[src/rtl/div_if.sv]
// Start/busy/done handshake and operand/result bus between the execute stage and the divider.
interface div_if #(
    parameter int unsigned N = 16
) ();
    logic         start;
    logic [N-1:0] dividend;
    logic [N-1:0] divisor;
    logic         busy;
    logic         done;
    logic [N-1:0] quotient;
    logic [N-1:0] remainder;
    logic         div_by_zero;

    modport master (
        output start, dividend, divisor,
        input  busy, done, quotient, remainder, div_by_zero
    );

    modport slave (
        input  start, dividend, divisor,
        output busy, done, quotient, remainder, div_by_zero
    );
endinterface

[src/rtl/div.sv]
// Sequential restoring unsigned divider: one quotient bit per clock, N-cycle latency,
// divide-by-zero finishes immediately with quotient all ones and remainder = dividend.
module div #(
    parameter int unsigned N = 16
) (
    input  logic  clk,
    input  logic  rst_n,
    div_if.slave  bus
);
    localparam int unsigned CW = $clog2(N + 1);

    typedef enum logic [1:0] {
        IDLE = 2'd0,
        RUN  = 2'd1,
        DONE = 2'd2
    } state_e;

    state_e        state_q, state_d;
    logic [CW-1:0] cnt_q, cnt_d;
    logic [N-1:0]  qreg_q, qreg_d;
    logic [N-1:0]  dvsr_q, dvsr_d;
    logic [N-1:0]  part_q, part_d;
    logic [N-1:0]  quot_q, quot_d;
    logic [N-1:0]  rem_q, rem_d;
    logic          dbz_q, dbz_d;
    logic          busy_q, busy_d;
    logic          done_q, done_d;

    // Trial value is N+1 bits; the stored partial is always below the divisor, so N bits suffice to hold it.
    logic [N:0]    trial_c;
    logic [N-1:0]  diff_c;
    logic          ge_c;

    assign bus.busy        = busy_q;
    assign bus.done        = done_q;
    assign bus.quotient    = quot_q;
    assign bus.remainder   = rem_q;
    assign bus.div_by_zero = dbz_q;

    // Next-state and datapath update.
    always_comb begin
        state_d = state_q;
        cnt_d   = cnt_q;
        qreg_d  = qreg_q;
        dvsr_d  = dvsr_q;
        part_d  = part_q;
        quot_d  = quot_q;
        rem_d   = rem_q;
        dbz_d   = dbz_q;

        trial_c = {part_q, qreg_q[N-1]};
        ge_c    = (trial_c >= {1'b0, dvsr_q});
        diff_c  = trial_c[N-1:0] - dvsr_q;

        unique case (state_q)
            IDLE: begin
                if (bus.start) begin
                    if (bus.divisor != '0) begin
                        qreg_d  = bus.dividend;
                        dvsr_d  = bus.divisor;
                        part_d  = '0;
                        cnt_d   = CW'(N);
                        state_d = RUN;
                    end else begin
                        quot_d  = '1;
                        rem_d   = bus.dividend;
                        dbz_d   = 1'b1;
                        state_d = DONE;
                    end
                end
            end
            RUN: begin
                part_d = ge_c ? diff_c : trial_c[N-1:0];
                qreg_d = {qreg_q[N-2:0], ge_c};
                cnt_d  = cnt_q - CW'(1);
                if (cnt_q == CW'(1)) begin
                    quot_d  = {qreg_q[N-2:0], ge_c};
                    rem_d   = ge_c ? diff_c : trial_c[N-1:0];
                    dbz_d   = 1'b0;
                    state_d = DONE;
                end
            end
            DONE: begin
                state_d = IDLE;
            end
            default: begin
                state_d = IDLE;
            end
        endcase

        busy_d = (state_d != IDLE);
        done_d = (state_d == DONE);
    end

    // State and datapath registers.
    always_ff @(posedge clk or negedge rst_n) begin
        if (!rst_n) begin
            state_q <= IDLE;
            cnt_q   <= '0;
            qreg_q  <= '0;
            dvsr_q  <= '0;
            part_q  <= '0;
            quot_q  <= '0;
            rem_q   <= '0;
            dbz_q   <= 1'b0;
            busy_q  <= 1'b0;
            done_q  <= 1'b0;
        end else begin
            state_q <= state_d;
            cnt_q   <= cnt_d;
            qreg_q  <= qreg_d;
            dvsr_q  <= dvsr_d;
            part_q  <= part_d;
            quot_q  <= quot_d;
            rem_q   <= rem_d;
            dbz_q   <= dbz_d;
            busy_q  <= busy_d;
            done_q  <= done_d;
        end
    end
endmodule

[src/flat_wrapper.sv]
// flat-port wrapper written by rule: the top's interface ports become plain ports
module div_flat 
#(
    parameter int unsigned N = 16
)
  (clk, rst_n, bus_start, bus_dividend, bus_divisor, bus_busy, bus_done, bus_quotient, bus_remainder, bus_div_by_zero);
  div_if #(.N(N)) bus_i ();
  input  logic clk;
  input  logic rst_n;
  input wire logic [$bits(bus_i.start)-1:0] bus_start;
  input wire logic [$bits(bus_i.dividend)-1:0] bus_dividend;
  input wire logic [$bits(bus_i.divisor)-1:0] bus_divisor;
  output wire logic [$bits(bus_i.busy)-1:0] bus_busy;
  output wire logic [$bits(bus_i.done)-1:0] bus_done;
  output wire logic [$bits(bus_i.quotient)-1:0] bus_quotient;
  output wire logic [$bits(bus_i.remainder)-1:0] bus_remainder;
  output wire logic [$bits(bus_i.div_by_zero)-1:0] bus_div_by_zero;
  assign bus_i.start = bus_start;
  assign bus_i.dividend = bus_dividend;
  assign bus_i.divisor = bus_divisor;
  assign bus_busy = bus_i.busy;
  assign bus_done = bus_i.done;
  assign bus_quotient = bus_i.quotient;
  assign bus_remainder = bus_i.remainder;
  assign bus_div_by_zero = bus_i.div_by_zero;
  div #(.N(N)) u_core (.clk(clk), .rst_n(rst_n), .bus(bus_i));
endmodule
[config.mk]
export PLATFORM = sky130hd
export DESIGN_NAME = div_flat
export DESIGN_NICKNAME = d
export VERILOG_FILES = /design/src/rtl/div_if.sv /design/src/rtl/div.sv /design/src/flat_wrapper.sv
export SDC_FILE = /design/constraint.sdc
export NUM_CORES = 1
export LEC_CHECK = 0
export ABC_CLOCK_PERIOD_IN_PS = 2650
export CAP_MARGIN = 20
export CORE_MARGIN = 3
export CORE_UTILIZATION = 54
export DETAILED_ROUTE_END_ITERATION = 12
export HOLD_SLACK_MARGIN = 0.03
export PLACE_DENSITY = 0.9
export SYNTH_ARGS = -nofsm -noshare
export SYNTH_HDL_FRONTEND = slang
export SYNTH_SLANG_ARGS = --single-unit
[constraint.sdc]
create_clock -name clk -period 2.65 [get_ports clk]
set_input_delay 0.53 -clock clk [delete_from_list [all_inputs] [get_ports clk]]
set_output_delay 0.53 -clock clk [all_outputs]
set_load 0.02 [all_outputs]
==> summary.txt, run 1 <==
GRT
  • Largest net degree at the start of global routing: 50
  • Vias in the first global route: ~4200
  • Total GRT Usage: around a quarter
  • First-pass GRT wire length: between 20 and 25 mm
  • Antenna violations before repair: 0
  • Congestion Overflow GR: 0

Routing
  • Drt initial violations: between 400 and 500
  • Metal2 WL: approximately 6 mm
  • DRC: 0
  • DRT antenna net count: 0
  • Wire length on met1: 5.07 mm
  • Avg WL per Cell: 18.0 um
  • Vias per Instance: 6.07
  • Highest metal used: met4
  • Routed WL: 12.6 mm
  • DRT Pass-1 Iters: 5
  • Met3 WL post-DR: roughly 1.2 mm
  • Via count: ~4300

Critical path
  • R2R depth: 9
  • Worst reg2reg setup slack: 0.07 ns
  • Reg-to-reg startpoint: u_core.part_q[3]
  • Critical Path Sink Type: flip-flop
  • FF-to-FF End: u_core.part_q[11]
  • Setup crit start: u_core.part_q[3]
  • Worst endpoint data arrival time: 2.85 ns
  • Kind of critical path: reg -> reg
  • Critical Path RT: between 2 and 3 ns
  • Startpoint Class: flip-flop
  • CP Max Fanout: 5

Yosys
  • Synth Area in Compound Gates: ~17%
  • Synth Flop Type: dfrtp_1
  • Mux cell area share after synthesis: ~3.3%
  • Sequential-to-total area share from yosys stat: 48.1%
  • Adder-cell area share of the yosys netlist: 5.24%
  • Top post-synthesis cells by area: dfrtp_1 (48%), nand2_1 (6.7%), o21ai_0 (5.7%), ha_1 (4.8%), nor2_1 (3.4%)
  • FFs w/ async S/R, synth: 100%
  • Post-synth top area share: approximately 48%
  • Synth unique cells: 50
  • Largest area contributor in the netlist: dfrtp_1
  • Post-Synth Simple-Gate Area: about a fifth
  • Mapped Area: about 0.0047 sq mm
  • Synth cell count leaders: dfrtp_1 (90), nand2_1 (83), o21ai_0 (53)
  • Post-synth EDFFs: 0
  • Yosys warning total: 0
  • Syn nets: around 570
  • Cells after Synth: approximately 520
  • Most numerous cell in the Yosys netlist: dfrtp_1
  • XOR/XNOR share of the synthesized area: 2.62%
  • Avg Cell Area, Syn: roughly 9 sq um
  • Flip-flop and latch count after synthesis: 90
  • Largest family of logic cells by synthesized area: simple AND/OR/NAND/NOR gates

Power and ir drop
  • Pwr/cell area: 1580 mW/mm^2
  • Leak: 2.55 nW
  • Peak supply drop: around 0.66 mV
  • Total power: about 9 mW

Floorplanning
  • DIE WIDTH: between 90 and 100 um
  • Core Region: around 0.0083 sq mm
  • Initial Utilization: about 56%
  • Die Ht: 99.1 um
  • Row cnt: 33
  • Io pins: 70
  • Die Area: about 0.0098 sq mm

Clocking
  • Worst-skew pair later-pin latency: roughly 0.37 ns
  • Clk sinks: 90
  • CTS Buffer Depth: 2
  • CTS Buf Count: 9
  • CTS tree: yes
  • CTS H-Tree Depth: 3
  • Reg clk slew, reported paths: roughly 0.11 ns
  • Clock root cell: clkbuf_8

Timing
  • Clock Skews: about 0.019 ns
  • Final Setup Violations: 0
  • Crit share post-route: 97.4%
  • Final Max Tran Viols: 0
  • Min Hold Slack: around 0.16 ns
  • Rel. slew slack: between 50% and 60%
  • Least-Margin Pin Slew: between 0.6 and 0.7 ns
  • Fmax: roughly 390 MHz
  • Fin crit period: approximately 2.6 ns
  • Final hold viol count: 0

Layout
  • Layout cells sized above 1: between 10% and 20%
  • Post-route cell area: ~0.0058 sq mm
  • Antenna Cells: 0
  • Layout area overhead: 24.7%
  • Nets: roughly 650

Place
  • Post-DP Area: about 0.0056 sq mm
  • PortBufs: 69
  • Gpl congestion: around 0.93
  • HPWL Detailed: 9.29 mm

Flow run
  • Maximum capacitance violations: 0

Run status
  • Run status: finished, final reports clean

Min path
  • Hold Path Class: in -> async
cell usage in the layout (no fill, tap or decap), types with 10 or more instances in the layout:
| cell type | instances |
|---|---|
| dfrtp_1 | 90 |
| nand2_1 | 82 |
| clkdlybuf4s50_1 | 68 |
| o21ai_0 | 53 |
| nor2_1 | 43 |
| nand3_1 | 32 |
| inv_1 | 28 |
| buf_4 | 21 |
| a31oi_1 | 16 |
| o211ai_1 | 15 |
| ha_1 | 14 |
| mux2i_1 | 13 |
| a21oi_1 | 11 |
| nor3_1 | 10 |
| clkbuf_8 | 10 |
registers in the layout, indices dropped and copies added (netlist names):
name                    flops
u_core.bus.busy             1
u_core.bus.div_by_zero      1
u_core.bus.done             1
u_core.bus.quotient        16
u_core.bus.remainder       16
u_core.cnt_q                5
u_core.dvsr_q              16
u_core.part_q              16
u_core.qreg_q              16
u_core.state_q              2
report_power, final:
| part | total (mW) | internal (mW) | switching [mW] | leakage [nW] |
|---|---|---|---|---|
| registers | 2.53 | 2.06 | 0.469 | 1.04 |
| logic | 5.73 | 2.45 | 3.28 | 1.41 |
| clock network | 0.948 | 0.389 | 0.559 | 0.0973 |
stage by stage:
stage	worst slack [ns]	utilization [%]	setup TNS, ns	cells
floorplan	0.324	-	0	518
detailed placement	-0.0936	67.0	-0.547	685
finish	0.0682	70.0	0	703
global route	-0.0988	70.0	-0.292	703
CTS	0.0526	69.3	0	701
global placement	0.00660	67.0	0	685
kinds of logic (layout without fill, tap and decap cells):
| group | Yosys count | after routing |
|---|---|---|
| AOI/OAI and AO/OA | 123 | 123 |
| muxes | 15 | 15 |
| buffers and inverters | 56 | 136 |
| DFF | 90 | 90 |
| and+or+nand+nor | 201 | 201 |
| adders and majority gates | 19 | 19 |
| xor gates and xnor gates | 14 | 14 |
final cells by class:
type | count | area, sq um
Clock inverter | 6 | 56.3
Tap cell | 105 | 131
Inverter | 28 | 105
Timing Repair Buffer | 92 | 898
Clock buffer | 10 | 138
Sequential cell | 90 | 2250
Multi-Input combinational cell | 372 | 2260
Fill cell | 637 | 2500
critical path, stage by stage, from the launching register on:
cell and delay (ns):
dfrtp_1 0.41, ha_1 0.37, a21oi_1 0.25, o22ai_1 0.15, buf_4 0.16, o211ai_1 0.29
mux2_2 0.38, o211ai_1 0.13, mux2i_1 0.15, o21ai_0 0.19
metal layers:
layer	track usage [%]	vias up
li1	-	1953
met1	34.5	2023
met2	42.3	251
met3	4.63	43
met4	8.72	0
met5	0	-
what timing repair did:
action                                  in CTS  in global routing
endpoints found under the setup margin       0                 20
gates resized for setup                      0                  9
setup buffers                                0                  2
hold buffers                                 0                  0
how the worst max path moves through the flow:
| stage | slack [ns] | to | cells past startpoint |
|---|---|---|---|
| 2_1_floorplan | 0.32 | u_core.bus.remainder[5] | 9 |
| 3_3_place_gp | 0.007 | u_core.qreg_q[8] | 8 |
| 3_5_place_dp | -0.09 | u_core.qreg_q[7] | 8 |
| 4_1_cts | 0.05 | u_core.bus.remainder[14] | 11 |
| 5_1_grt | -0.1 | u_core.bus.remainder[14] | 10 |
| 6_report | 0.07 | u_core.part_q[11] | 9 |
Note: power is estimated with default switching activity, not from simulation.
==> run 2, diff against run 1 <==
GPL_TIMING_DRIVEN = 1   (was not set)
==> results of run 2 <==
Same layout as run 1: the final DEF is identical, and so are final timing and power.
